<file path="src/rtl/run_dump_ctrl.sv">
// run_dump_ctrl: lets the CPU run for a fixed number of cycles after reset,
// then halts it and streams out the register file (R0..R31) followed by two
// data-memory words over a valid/ready channel, ending in a terminal DONE.
module run_dump_ctrl #(
  parameter int HALT_CYCLES = 40,
  parameter int DM_ADDR0    = 80,
  parameter int DM_ADDR1    = 84
) (
  input  logic        clk,
  input  logic        rst,
  output logic        cpu_halt,
  output logic [4:0]  rf_raddr,
  input  logic [31:0] rf_rdata,
  output logic [29:0] dm_raddr,
  input  logic [31:0] dm_rdata,
  output logic        out_valid,
  input  logic        out_ready,
  output logic [31:0] out_data,
  output logic [7:0]  out_tag,
  output logic        done
);

  typedef enum logic [1:0] {
    RUN  = 2'd0,
    DUMP = 2'd1,
    DONE = 2'd2
  } state_t;

  localparam logic [15:0] HALT_LAST = 16'(HALT_CYCLES - 1);
  localparam logic [29:0] DM_WORD0  = 30'(DM_ADDR0 >> 2);
  localparam logic [29:0] DM_WORD1  = 30'(DM_ADDR1 >> 2);
  localparam logic [5:0]  IDX_END   = 6'd34;

  state_t      state_q, state_d;
  logic [15:0] cyc_q, cyc_d;
  logic [5:0]  idx_q, idx_d;
  logic        out_valid_q, out_valid_d;
  logic [31:0] out_data_q, out_data_d;
  logic [7:0]  out_tag_q, out_tag_d;

  logic        load;
  logic [31:0] word_sel;
  logic [7:0]  tag_sel;

  assign cpu_halt  = (state_q != RUN);
  assign done      = (state_q == DONE);
  assign out_valid = out_valid_q;
  assign out_data  = out_data_q;
  assign out_tag   = out_tag_q;

  // Read addresses follow idx; DM port parks on the first dump word.
  always_comb begin
    rf_raddr = 5'd0;
    dm_raddr = DM_WORD0;
    if (idx_q < 6'd32) rf_raddr = idx_q[4:0];
    if (idx_q == 6'd33) dm_raddr = DM_WORD1;
  end

  // Pick the word and tag that the next load would capture (R0 forced to zero).
  always_comb begin
    word_sel = 32'd0;
    tag_sel  = 8'h00;
    if (idx_q == 6'd0) begin
      word_sel = 32'd0;
      tag_sel  = 8'h00;
    end else if (idx_q < 6'd32) begin
      word_sel = rf_rdata;
      tag_sel  = {3'b000, idx_q[4:0]};
    end else if (idx_q == 6'd32) begin
      word_sel = dm_rdata;
      tag_sel  = 8'h80;
    end else begin
      word_sel = dm_rdata;
      tag_sel  = 8'h81;
    end
  end

  // Next-state logic: run countdown, dump sequencing with output-register load.
  always_comb begin
    state_d     = state_q;
    cyc_d       = cyc_q;
    idx_d       = idx_q;
    out_valid_d = out_valid_q;
    out_data_d  = out_data_q;
    out_tag_d   = out_tag_q;
    load        = (state_q == DUMP) && (!out_valid_q || out_ready);
    case (state_q)
      RUN: begin
        cyc_d = cyc_q + 16'd1;
        if (cyc_q == HALT_LAST) state_d = DUMP;
      end
      DUMP: begin
        if (load) begin
          if (idx_q < IDX_END) begin
            out_data_d  = word_sel;
            out_tag_d   = tag_sel;
            out_valid_d = 1'b1;
            idx_d       = idx_q + 6'd1;
          end else begin
            out_valid_d = 1'b0;
            state_d     = DONE;
          end
        end
      end
      DONE: begin
        out_valid_d = 1'b0;
      end
      default: begin
        state_d = RUN;
      end
    endcase
  end

  // State registers with synchronous reset taking priority over everything.
  always_ff @(posedge clk) begin
    if (rst) begin
      state_q     <= RUN;
      cyc_q       <= 16'd0;
      idx_q       <= 6'd0;
      out_valid_q <= 1'b0;
      out_data_q  <= 32'd0;
      out_tag_q   <= 8'h00;
    end else begin
      state_q     <= state_d;
      cyc_q       <= cyc_d;
      idx_q       <= idx_d;
      out_valid_q <= out_valid_d;
      out_data_q  <= out_data_d;
      out_tag_q   <= out_tag_d;
    end
  end

endmodule

</file>
<file path="config.mk">
export PLATFORM = sky130hd
export DESIGN_NAME = run_dump_ctrl
export DESIGN_NICKNAME = d
export VERILOG_FILES = /design/src/rtl/run_dump_ctrl.sv
export SDC_FILE = /design/constraint.sdc
export NUM_CORES = 1
export LEC_CHECK = 0
export CAP_MARGIN = 20
export CORE_AREA = 2 2 90 92
export CTS_CLUSTER_DIAMETER = 60
export DETAILED_ROUTE_END_ITERATION = 10
export DIE_AREA = 0 0 92 94
export HOLD_SLACK_MARGIN = 0.02
export PLACE_DENSITY = 0.83
export SLEW_MARGIN = 10
export SYNTH_ARGS = -nofsm -noshare
export SYNTH_HDL_FRONTEND = slang
export SYNTH_SLANG_ARGS = --single-unit
</file>
<file path="constraint.sdc">
create_clock -name clk -period 4.9 [get_ports clk]
set_clock_uncertainty 0.05 [all_clocks]
set_input_delay 0.735 -clock clk [delete_from_list [all_inputs] [get_ports clk]]
set_output_delay 0.735 -clock clk [all_outputs]
set_load 0.005 [all_outputs]
</file>
# After elaboration in Yosys (flattened, before gate mapping)
# Index checks and enable logic that the tools add are counted.
# totals
ff_bits,65
elab_cells,43
# classes
addsub,2
n_bitwise,1
n_mux,14
n_reduce_logical,10
n_eq_ne,8
n_lt_le_gt_ge,2
# op_table
operator,n
$mux 32,2
$add 16x1->16 const B,1
$eq 16x6->1 const B,1
$mux 8,2
$eq 6x6->1 const B,2
$lt 6x6->1 const B,2
$add 6x1->6 const B,1
$logic_not 6->1,1
$mux 2,3
$ne 2x2->1 const B,3
$pmux 2 s3,1
$mux 5,1
$mux 1,4
$reduce_and 4->1,1
$reduce_bool 2->1,2
$reduce_and 3->1,1
$eq 2x1->1 const B,1
$eq 2x2->1 const B,1
$logic_not 2->1,1
$pmux 1 s2,1
$reduce_and 2->1,1
$logic_and 1x1->1,1
$logic_not 1->1,1
$logic_or 1x1->1,1
$not 1->1,1

# Longest topological paths before layout
# Gate-level depths: netlist of run 1.
# depth
depth_word,5
ltp_mapped,6
ltp_nobuf,5

# Least setup slack after synthesis of run 1
# OpenSTA, ideal clock, no wires.
# synth_path
path_type,input -> register
from,input out_ready
to,"register out_data_q[10], in the netlist out_data[10]"
setup_time_ns,0.122
cell_stages,6
slack_ns,2.820
required_ns,4.728
path_buffers,2
arrival_ns,1.908
path_cell_list,nor2b_1 > clkbuf_1 > nor3_1 > and2_1 > buf_2 > a221o_1
# synth_between
elab_chain_len,3
# synth_rtl
element,line_no,text
start: declaration,17,"input logic out_ready,"
$logic_or 1x1->1,86,load = (state_q == DUMP) && (!out_valid_q || out_ready);
$logic_and 1x1->1,86,
$reduce_and 3->1 (no source line),n/a,
end signal: assignment,128,out_data_q <= out_data_d;
end: declaration,38,"logic [31:0] out_data_q, out_data_d;"
# Every way passes these cells.
# A chain may end at the register's enable or synchronous reset.

# Final worst setup path of run 1
# layout_path
from,input out_ready
to,"register out_data_q[31], in the netlist out_data[31]"
# Same word-level chain as after synthesis.

==> metrics.cfg, run 1 <==
[timing]
whs_ns = 0.409
timing.final.ws_setup_ns = 1.92
slew_headroom = 0.269
grt_setup_unrepaired = no
max_freq_mhz = 336
slew_viol_final = 0
tns_ns = 0
tightest_slew_ns = 1.10
hold_viol = 0
timing.final.setup_violations = 0
final.min_clock_period_ns = 2.98
min_period_over_period = 0.607

[clock_tree]
clkSinkCount = 63
post_cts_buffers = 0
numCtsBuffers = 9
ctsResizeCount = 0
cts_root_buffer = clkbuf_8
path_clk_slew_ns = 0.07
cts_tree = yes
htree_levels = 3
ctsHoldBuffers = 0
cts_buffer_depth = 2
clk_latency_ns = 0.33

[die]
start_util = 0.397
dieArea_um2 = 8650
std_cell_rows = 32
die_x_um = 92
die_h_um = 94
ioPinCount = 145
coreArea_um2 = 7610

[global_routing]
grt_pass1_vias = 2609
grt_pass1_wl_um = 12800
grt_max_degree = 39
grtUsageTotal = 0.186
antenna_found_initial = 0
gr-total-overflow = 0

[status]
outcome = complete, no violations

[detailed_routing]
drc_errors = 0
avgRoutedWirePerCell_um = 15.0
wirelength_um = 8100
drt_iter0_drc = 159
vias = 2752
vias_per_cell = 5.11
drtPass1Iterations = 4
ant_nets = 0

[placement]
place_ws_ns = 1.63
place.port_buffers = 113
place.gp.congestion = 0.815
place_hpwl_um = 5860

[synth]
synthesis.instances = 329
syn_area_per_cell_um2 = 9.17
yosysSeqAreaShare = 0.418
syn_area_um2 = 3020
synth_edf_count = 0
synth_flop_cell = dfxtp_1
yosysUniqueCellTypes = 43
ys_seq_elements = 63
synth_warnings = 0
async_reset_ff_frac = 0

[worst_setup_path]
cp.required_ns = 5.06
r2r_end = out_data[31]$_SDFFE_PP0P_
worst_r2r_startpoint = out_valid$_SDFFE_PP0P_
cp_max_fo = 31
reg2regPathDepth = 5
arrival_ns = 3.14
reg2reg_slack_ns = 2.34
critPathKind = input pin to flip-flop
crit_path_end = out_data[31]$_SDFFE_PP0P_
start_kind = input pin
crit_path_start = out_ready
endpoint_kind = flip-flop

[hold_path]
holdCritPathClass = flip-flop to flip-flop

[cells_and_area]
antenna_cells = 0
area_growth_pct = 40.5
final_nets = 503
drive_gt1_frac = 0.0526

[run]
drv_cap = 0

[power]
p_leak_uw = 0.00169
vdd_drop_max_v = 0.000111
power_density_nw_per_um2 = 234

-- worst min-delay path by stage --
stage | start | endpoint | slack, ns | cells past startpoint
3_5_place_dp | out_tag[0]$_SDFFE_PP0P_ | out_tag[0]$_SDFFE_PP0P_ | 0.40 | 2
6_report | out_tag[2]$_SDFFE_PP0P_ | out_tag[2]$_SDFFE_PP0P_ | 0.41 | 2
3_3_place_gp | out_tag[2]$_SDFFE_PP0P_ | out_tag[2]$_SDFFE_PP0P_ | 0.40 | 2
2_1_floorplan | out_tag[1]$_SDFFE_PP0P_ | out_tag[1]$_SDFFE_PP0P_ | 0.40 | 2
5_1_grt | out_tag[1]$_SDFFE_PP0P_ | out_tag[1]$_SDFFE_PP0P_ | 0.44 | 2
4_1_cts | out_tag[2]$_SDFFE_PP0P_ | out_tag[2]$_SDFFE_PP0P_ | 0.41 | 2
-- report_power, final --
part	switching, µW	internal, µW
Sequential	1.96	514
Clock	188	210
Combinational	27.3	52.2
-- sequential cells by signal, summed over array words and instances, names as in the netlist --
signal,count
cyc_q,16
out_data,32
idx_q,6
out_valid,1
state_q,2
out_tag,6
-- metrics by stage --
step                cell area [µm²]  instances  utilization  power (µW)
finish                         4240        539        0.557         994
global route                   4240        539        0.557        1030
detailed placement             4050        522        0.532         605
floorplan                      3130        358            -         567
CTS                            4220        538        0.555        1000
global placement               4050        522        0.532         603
-- worst max-delay path: stages --
cell and delay, ns:
clkdlybuf4s50_1 0.42, nor2b_1 0.60, nor3_2 0.09, buf_4 0.24, and2_1 0.54, a221o_1 0.50
-- kinds of logic after synthesis --
group                      count (synthesis)  synth area share
buffers and inverters                     58             0.125
and+or+nand+nor                          130             0.238
DFF                                       63             0.418
adders and majority gates                  4            0.0166
muxes                                      2           0.00746
AOI/OAI and AO/OA                         56             0.153
xor gates and xnor gates                  14            0.0406
other                                      2           0.00249
-- metal layers --
metal  track usage  routed length (µm)
met5             0                   0
met2         0.308                3990
met1         0.238                3400
met3        0.0401                 607
met4        0.0721                  98
-- cell usage after synthesis, drive strengths merged (6+ instances only) --
cell type  count  area (µm²)
xnor2          9        78.8
nand2         20        75.1
and3          32         200
clkbuf        10        37.5
nor2b          7        43.8
a221o         30         300
nor3          10        61.3
a21oi         12        60.1
nor2          26         100
nand4          6        37.5
nand3          6        30.0
dfxtp         63        1260
buf           43         320
-- final cells by class --
| type | instances | area, µm² |
|---|---|---|
| Tap cell | 102 | 128 |
| Fill cell | 680 | 3370 |
| Multi-Input combinational cell | 237 | 1490 |
| Sequential cell | 63 | 1260 |
| Inverter | 5 | 18.8 |
| Clock buffer | 13 | 159 |
| Timing Repair Buffer | 116 | 1160 |
| Clock inverter | 3 | 17.5 |
-- cell usage in the layout (no fill, tap or decap), types with 2 or more instances in the layout --
cell type / count
clkdlybuf4s50_1: 113
dfxtp_1: 63
and3_1: 32
conb_1: 31
a221o_1: 30
nor2_1: 25
nand2_1: 20
a21oi_1: 12
clkbuf_8: 11
xnor2_1: 9
nor3_1: 8
nor2b_1: 7
nand3_1: 6
nand4_1: 6
inv_1: 5
xor2_1: 5
or3_1: 5
nor4_1: 4
a22oi_1: 4
o21ai_0: 4
ha_1: 4
nand2b_1: 3
o211ai_1: 2
mux2_1: 2
nand3b_1: 2
clkbuf_1: 2
clkinv_2: 2
buf_4: 2
(Power assumes the default switching activity.)
==> run 2, diff against run 1 <==
clock period = 2.8 ns   (was 4.9 ns; I/O delays follow)
==> run 2 against run 1 <==
Against the previous run: sequential share of layout area is 0.40 points lower; global-route usage down 0.057 points; cell area grew 1.4%; non-clock buffer count increased by 3; sequential cell count did not move; sequential power is 75% higher; combinational power is 75% higher; power increased by 92%; critical path type is now flip-flop to flip-flop; highest routed layer unchanged.
==> metrics.cfg, run 2 (synthesized netlist as in run 1, its figures left out) <==
[status]
outcome = complete, no violations

[clock_tree]
clk_latency_ns = 0.34  ; about the same
htree_levels = 3  ; unchanged
cts_root_buffer = clkbuf_8
cts_buffer_depth = 2  ; unchanged
post_cts_buffers = 0  ; unchanged
ctsHoldBuffers = 0  ; unchanged
path_clk_slew_ns = 0.07  ; about the same
clkSinkCount = 63  ; unchanged
numCtsBuffers = 9  ; unchanged
ctsResizeCount = 0  ; unchanged
cts_tree = yes

[worst_setup_path]
arrival_ns = 2.62  ; -0.52 ns
crit_buf_inv = 1  ; -1
endpoint_kind = flip-flop
start_kind = flip-flop
critPathKind = flip-flop to flip-flop
cp_max_fo = 30  ; -3.2%
crit_chain = inv_1 > ha_1 > a21oi_1 > and2_1 > a221o_1
critPathTopFamily = simple AND/OR/NAND/NOR gates
cpMaxStageDelayCell = and2_1
cp.required_ns = 3.03  ; -2.03 ns
max_stage_delay_ns = 0.91  ; +0.31 ns

[cells_and_area]
drive_gt1_frac = 0.0592  ; +0.00659
final_nets = 506  ; +0.60%
multi_input_area_um2 = 1490  ; unchanged
fillCellCount = 664  ; -2.4%
layout_common_cells = 113 x clkdlybuf4s50_1, 63 x dfxtp_1, 32 x and3_1, 31 x conb_1, 30 x a221o_1
layout_commonest_cell = clkdlybuf4s50_1
largest_reg_flops = 32  ; unchanged
regArea_um2 = 1260  ; unchanged
area_growth_pct = 42.4
antenna_cells = 0  ; unchanged
fin_cells = 541  ; +0.37%

[die]
start_util = 0.397  ; unchanged
die_x_um = 92  ; unchanged
std_cell_rows = 32  ; unchanged
dieArea_um2 = 8650  ; unchanged
ioPinCount = 145  ; unchanged
coreArea_um2 = 7610  ; unchanged
die_h_um = 94  ; unchanged

[global_routing]
met1_usage = 0.238  ; +0.000569
gr-total-overflow = 0  ; unchanged
met2_usage = 0.294  ; -0.0141
use_met3 = 0.0586  ; +0.0185
grtUsageTotal = 0.185  ; -0.000570
grt_pass1_wl_um = 12600  ; -1.2%
grt_pass1_vias = 2477  ; -5.1%
top_usage_layer = met2
antenna_found_initial = 0  ; unchanged
grt_max_degree = 33  ; -15%

[timing]
final.min_clock_period_ns = 2.39
min_period_over_period = 0.855
hold_viol = 0  ; unchanged
tns_ns = 0  ; unchanged
slew_headroom = 0.270  ; +0.00137
timing.final.setup_violations = 0  ; unchanged
grt_setup_unrepaired = no
max_freq_mhz = 418
tightest_slew_ns = 1.09  ; -0.00206 ns
slew_viol_final = 0  ; unchanged

[placement]
place.gp.congestion = 0.849  ; +4.2%
place.port_buffers = 113  ; unchanged
placed_cells = 526  ; +0.77%
place_hpwl_um = 5970  ; +2.0%

[detailed_routing]
vias_per_cell = 5.10  ; about the same
drtPass1Iterations = 5  ; +1
drc_errors = 0  ; unchanged
wirelength_um = 8160  ; +0.73%
vias = 2760  ; +0.29%
avgRoutedWirePerCell_um = 15.1  ; +0.36%
drt_iter0_drc = 145  ; -8.8%
ant_nets = 0  ; unchanged

[power]
power_uw = 1910  ; +92%
vdd_drop_max_v = 0.000216  ; +95%
power_density_nw_per_um2 = 445  ; +90%
p_leak_uw = 0.00172  ; +2.1%

[run]
drv_cap = 0  ; unchanged

[hold_path]
holdCritPathClass = flip-flop to flip-flop

-- run 2: through the flow --
step / utilization / setup slack [ns] / hold slack [ns] / cell area (µm²)
final: 0.565 / 0.407 / 0.404 / 4300
after CTS: 0.565 / 0.381 / 0.406 / 4300
after global routing: 0.565 / 0.239 / 0.434 / 4300
after floorplan: - / 0.991 / 0.398 / 3130
after global placement: 0.535 / 0.143 / 0.395 / 4070
after detailed placement: 0.537 / 0.241 / 0.397 / 4090
-- run 2: layout make-up --
| type | instances | share of cell area |
|---|---|---|
| Sequential cell | 63 | 0.294 |
| Clock inverter | 4 | 0.0163 |
| Clock buffer | 11 | 0.0329 |
| Multi-Input combinational cell | 237 | 0.348 |
| Tap cell | 102 | 0.0297 |
| Inverter | 5 | 0.00437 |
| Timing Repair Buffer | 119 | 0.275 |
-- run 2: worst register-to-register path: stages (launching register included) --
cell and delay (ns):
dfxtp_1 0.45, inv_1 0.13, ha_1 0.21, a21oi_1 0.28, and2_1 0.91, a221o_1 0.31
-- run 2: report_power, final --
group	internal, µW	total [µW]	switching [µW]
Clock	518	868	350
Combinational	92.1	139	47.2
Sequential	900	903	3.35
-- run 2: per-layer routing --
metal  wire length [µm]  share of wire
met5                  0              0
met4                109          0.013
met3                663          0.081
met2               3880           0.48
met1               3510           0.43
-- run 2: worst paths after layout --
path                           start                        end  slack, ns  depth (start not counted)
max            idx_q[1]$_SDFFE_PP0P_  out_data[27]$_SDFFE_PP0P_       0.41                          5
min          out_tag[0]$_SDFFE_PP0P_    out_tag[0]$_SDFFE_PP0P_       0.40                          2
max reg2reg    idx_q[1]$_SDFFE_PP0P_  out_data[27]$_SDFFE_PP0P_       0.41                          5
min reg2reg  out_tag[0]$_SDFFE_PP0P_    out_tag[0]$_SDFFE_PP0P_       0.40                          2
==> run 3, diff against run 2 <==
REMOVE_ABC_BUFFERS = 1   (was unset)
SKIP_CTS_REPAIR_TIMING = 1   (was unset)
SLEW_MARGIN = unset   (was 10)
==> run 3 against run 2 <==
Against the previous run: first-iteration DRC count is 26% lower; clock power is 6.3% lower; critical path depth is 2 lower; cell area is 0.20% higher; wire length is 3.1% lower; sequential share of layout area is 0.060 points lower; hold slack worse by 0.0027 ns; cell count is 0.18% higher; critical endpoint is now dm_raddr[0]; largest power group unchanged; highest routed layer unchanged.
==> metrics.cfg, run 3 (synthesized netlist as in run 1, its figures left out) <==
[clock_tree]
path_clk_slew_ns = 0.08  ; about the same
cts_tree = yes
htree_levels = 3  ; unchanged
numCtsBuffers = 9  ; unchanged
clk_latency_ns = 0.34  ; about the same
cts_root_buffer = clkbuf_8
clkSinkCount = 63  ; unchanged
cts_buffer_depth = 2  ; unchanged

[cells_and_area]
area_growth_pct = 42.7
drive_gt1_frac = 0.0636  ; +0.00441
largest_reg_flops = 32  ; unchanged
layout_common_cells = 113 x clkdlybuf4s50_1, 63 x dfxtp_1, 32 x and3_1, 31 x conb_1, 30 x a221o_1
layout_commonest_cell = clkdlybuf4s50_1
fillCellCount = 676  ; +1.8%
multi_input_area_um2 = 1490  ; unchanged
stdcell_area_um2 = 4310  ; +0.20%
antenna_cells = 0  ; unchanged
final_nets = 506  ; unchanged
regArea_um2 = 1260  ; unchanged

[worst_setup_path]
reg2reg_slack_ns = 0.79  ; +0.38 ns
reg2regPathDepth = 5  ; unchanged
cp.required_ns = 2.33  ; -0.70 ns
worst_r2r_startpoint = idx_q[2]$_SDFFE_PP0P_
r2r_end = out_data[12]$_SDFFE_PP0P_
arrival_ns = 1.82  ; -0.80 ns
cp_max_fo = 7  ; -77%
endpoint_kind = output port
critPathKind = flip-flop to output port
start_kind = flip-flop

[die]
die_x_um = 92  ; unchanged
std_cell_rows = 32  ; unchanged
die_h_um = 94  ; unchanged
dieArea_um2 = 8650  ; unchanged
start_util = 0.397  ; unchanged
ioPinCount = 145  ; unchanged
coreArea_um2 = 7610  ; unchanged

[global_routing]
grt_max_degree = 38  ; +15%
antenna_found_initial = 0  ; unchanged
grt_pass1_wl_um = 12400  ; -1.5%
grtUsageTotal = 0.179  ; -0.00630
gr-total-overflow = 0  ; unchanged
grt_pass1_vias = 2595  ; +4.8%

[power]
power_density_nw_per_um2 = 430  ; -3.3%
p_leak_uw = 0.00171  ; -0.61%
vdd_drop_max_v = 0.000285  ; +32%

[hold_path]
min_from = out_tag[1]$_SDFFE_PP0P_
hold_end = out_tag[1]$_SDFFE_PP0P_
hold_depth = 2  ; unchanged
holdCritPathClass = flip-flop to flip-flop

[timing]
grt_setup_unrepaired = no
whs_ns = 0.401  ; -0.00269 ns
max_freq_mhz = 437  ; +4.7%
hold_viol = 0  ; unchanged
slew_viol_final = 0  ; unchanged
tightest_slew_ns = 0.544  ; -0.551 ns
final.min_clock_period_ns = 2.29  ; -0.107 ns
min_period_over_period = 0.816  ; -0.0381
tns_ns = 0  ; unchanged
slew_headroom = 0.633  ; +0.363
timing.final.setup_violations = 0  ; unchanged

[placement]
place.gp.congestion = 0.851  ; +0.28%
place_hpwl_um = 5580  ; -6.6%
place.port_buffers = 113  ; unchanged
place_area_um2 = 4070  ; -0.37%

[detailed_routing]
drt_iter0_drc = 107  ; -26%
avgRoutedWirePerCell_um = 14.6  ; -3.3%
drc_errors = 0  ; unchanged
wirelength_um = 7900  ; -3.1%
vias_per_cell = 5.06  ; -0.80%
drtPass1Iterations = 4  ; -1
ant_nets = 0  ; unchanged
vias = 2743  ; -0.62%

[run]
drv_cap = 0  ; unchanged

[status]
outcome = complete, no violations

==> run 3: metrics by stage <==
step | worst slack, ns | cells | power (µW) | utilization
after CTS | 0.395 | 541 | 1880 | 0.562
after floorplan | 0.0479 | 305 | 949 | -
after global routing | 0.391 | 542 | 1920 | 0.566
after detailed placement | 0.259 | 525 | 1060 | 0.535
final | 0.514 | 542 | 1850 | 0.566
after global placement | 0.308 | 525 | 1060 | 0.535
==> run 3: worst max path at each step <==
stage,start,slack (ns),endpoint
global route,idx_q[2]$_SDFFE_PP0P_,0.39,dm_raddr[0]
floorplan,state_q[1]$_SDFFE_PP0P_,0.05,out_data[10]$_SDFFE_PP0P_
detailed placement,out_ready,0.26,out_data[20]$_SDFFE_PP0P_
CTS,idx_q[1]$_SDFFE_PP0P_,0.39,out_data[27]$_SDFFE_PP0P_
global placement,out_ready,0.31,out_data[27]$_SDFFE_PP0P_
finish,idx_q[2]$_SDFFE_PP0P_,0.51,dm_raddr[0]
==> run 3: power breakdown <==
group / total (µW) / leakage, µW / switching, µW / internal (µW)
Combinational: 135 / 0.00111 / 45.4 / 90.1
Clock: 813 / 0.0000947 / 376 / 438
Sequential: 903 / 0.000508 / 3.49 / 899
==> run 3: metal layers <==
metal | up-vias | wire length [µm] | share of wire | global-route usage
li1 | 1337 | - | - | -
met1 | 1282 | 3330 | 0.42 | 0.210
met2 | 116 | 3850 | 0.49 | 0.311
met3 | 8 | 642 | 0.081 | 0.0594
met4 | 0 | 76 | 0.0096 | 0.0522
met5 | - | 0 | 0 | 0
==> run 3: critical path, cell delays in order, from the launching register on <==
cell and delay, ns:
dfxtp_1 0.38, nor3_1 0.38, and3_1 0.21, clkdlybuf4s50_1 0.50
==> run 3: area by class of cell <==
type	count	share of cell area
Clock buffer	10	0.0320
Clock inverter	6	0.0163
Inverter	5	0.00436
Multi-Input combinational cell	237	0.347
Sequential cell	63	0.293
Tap cell	102	0.0296
Timing Repair Buffer	119	0.278
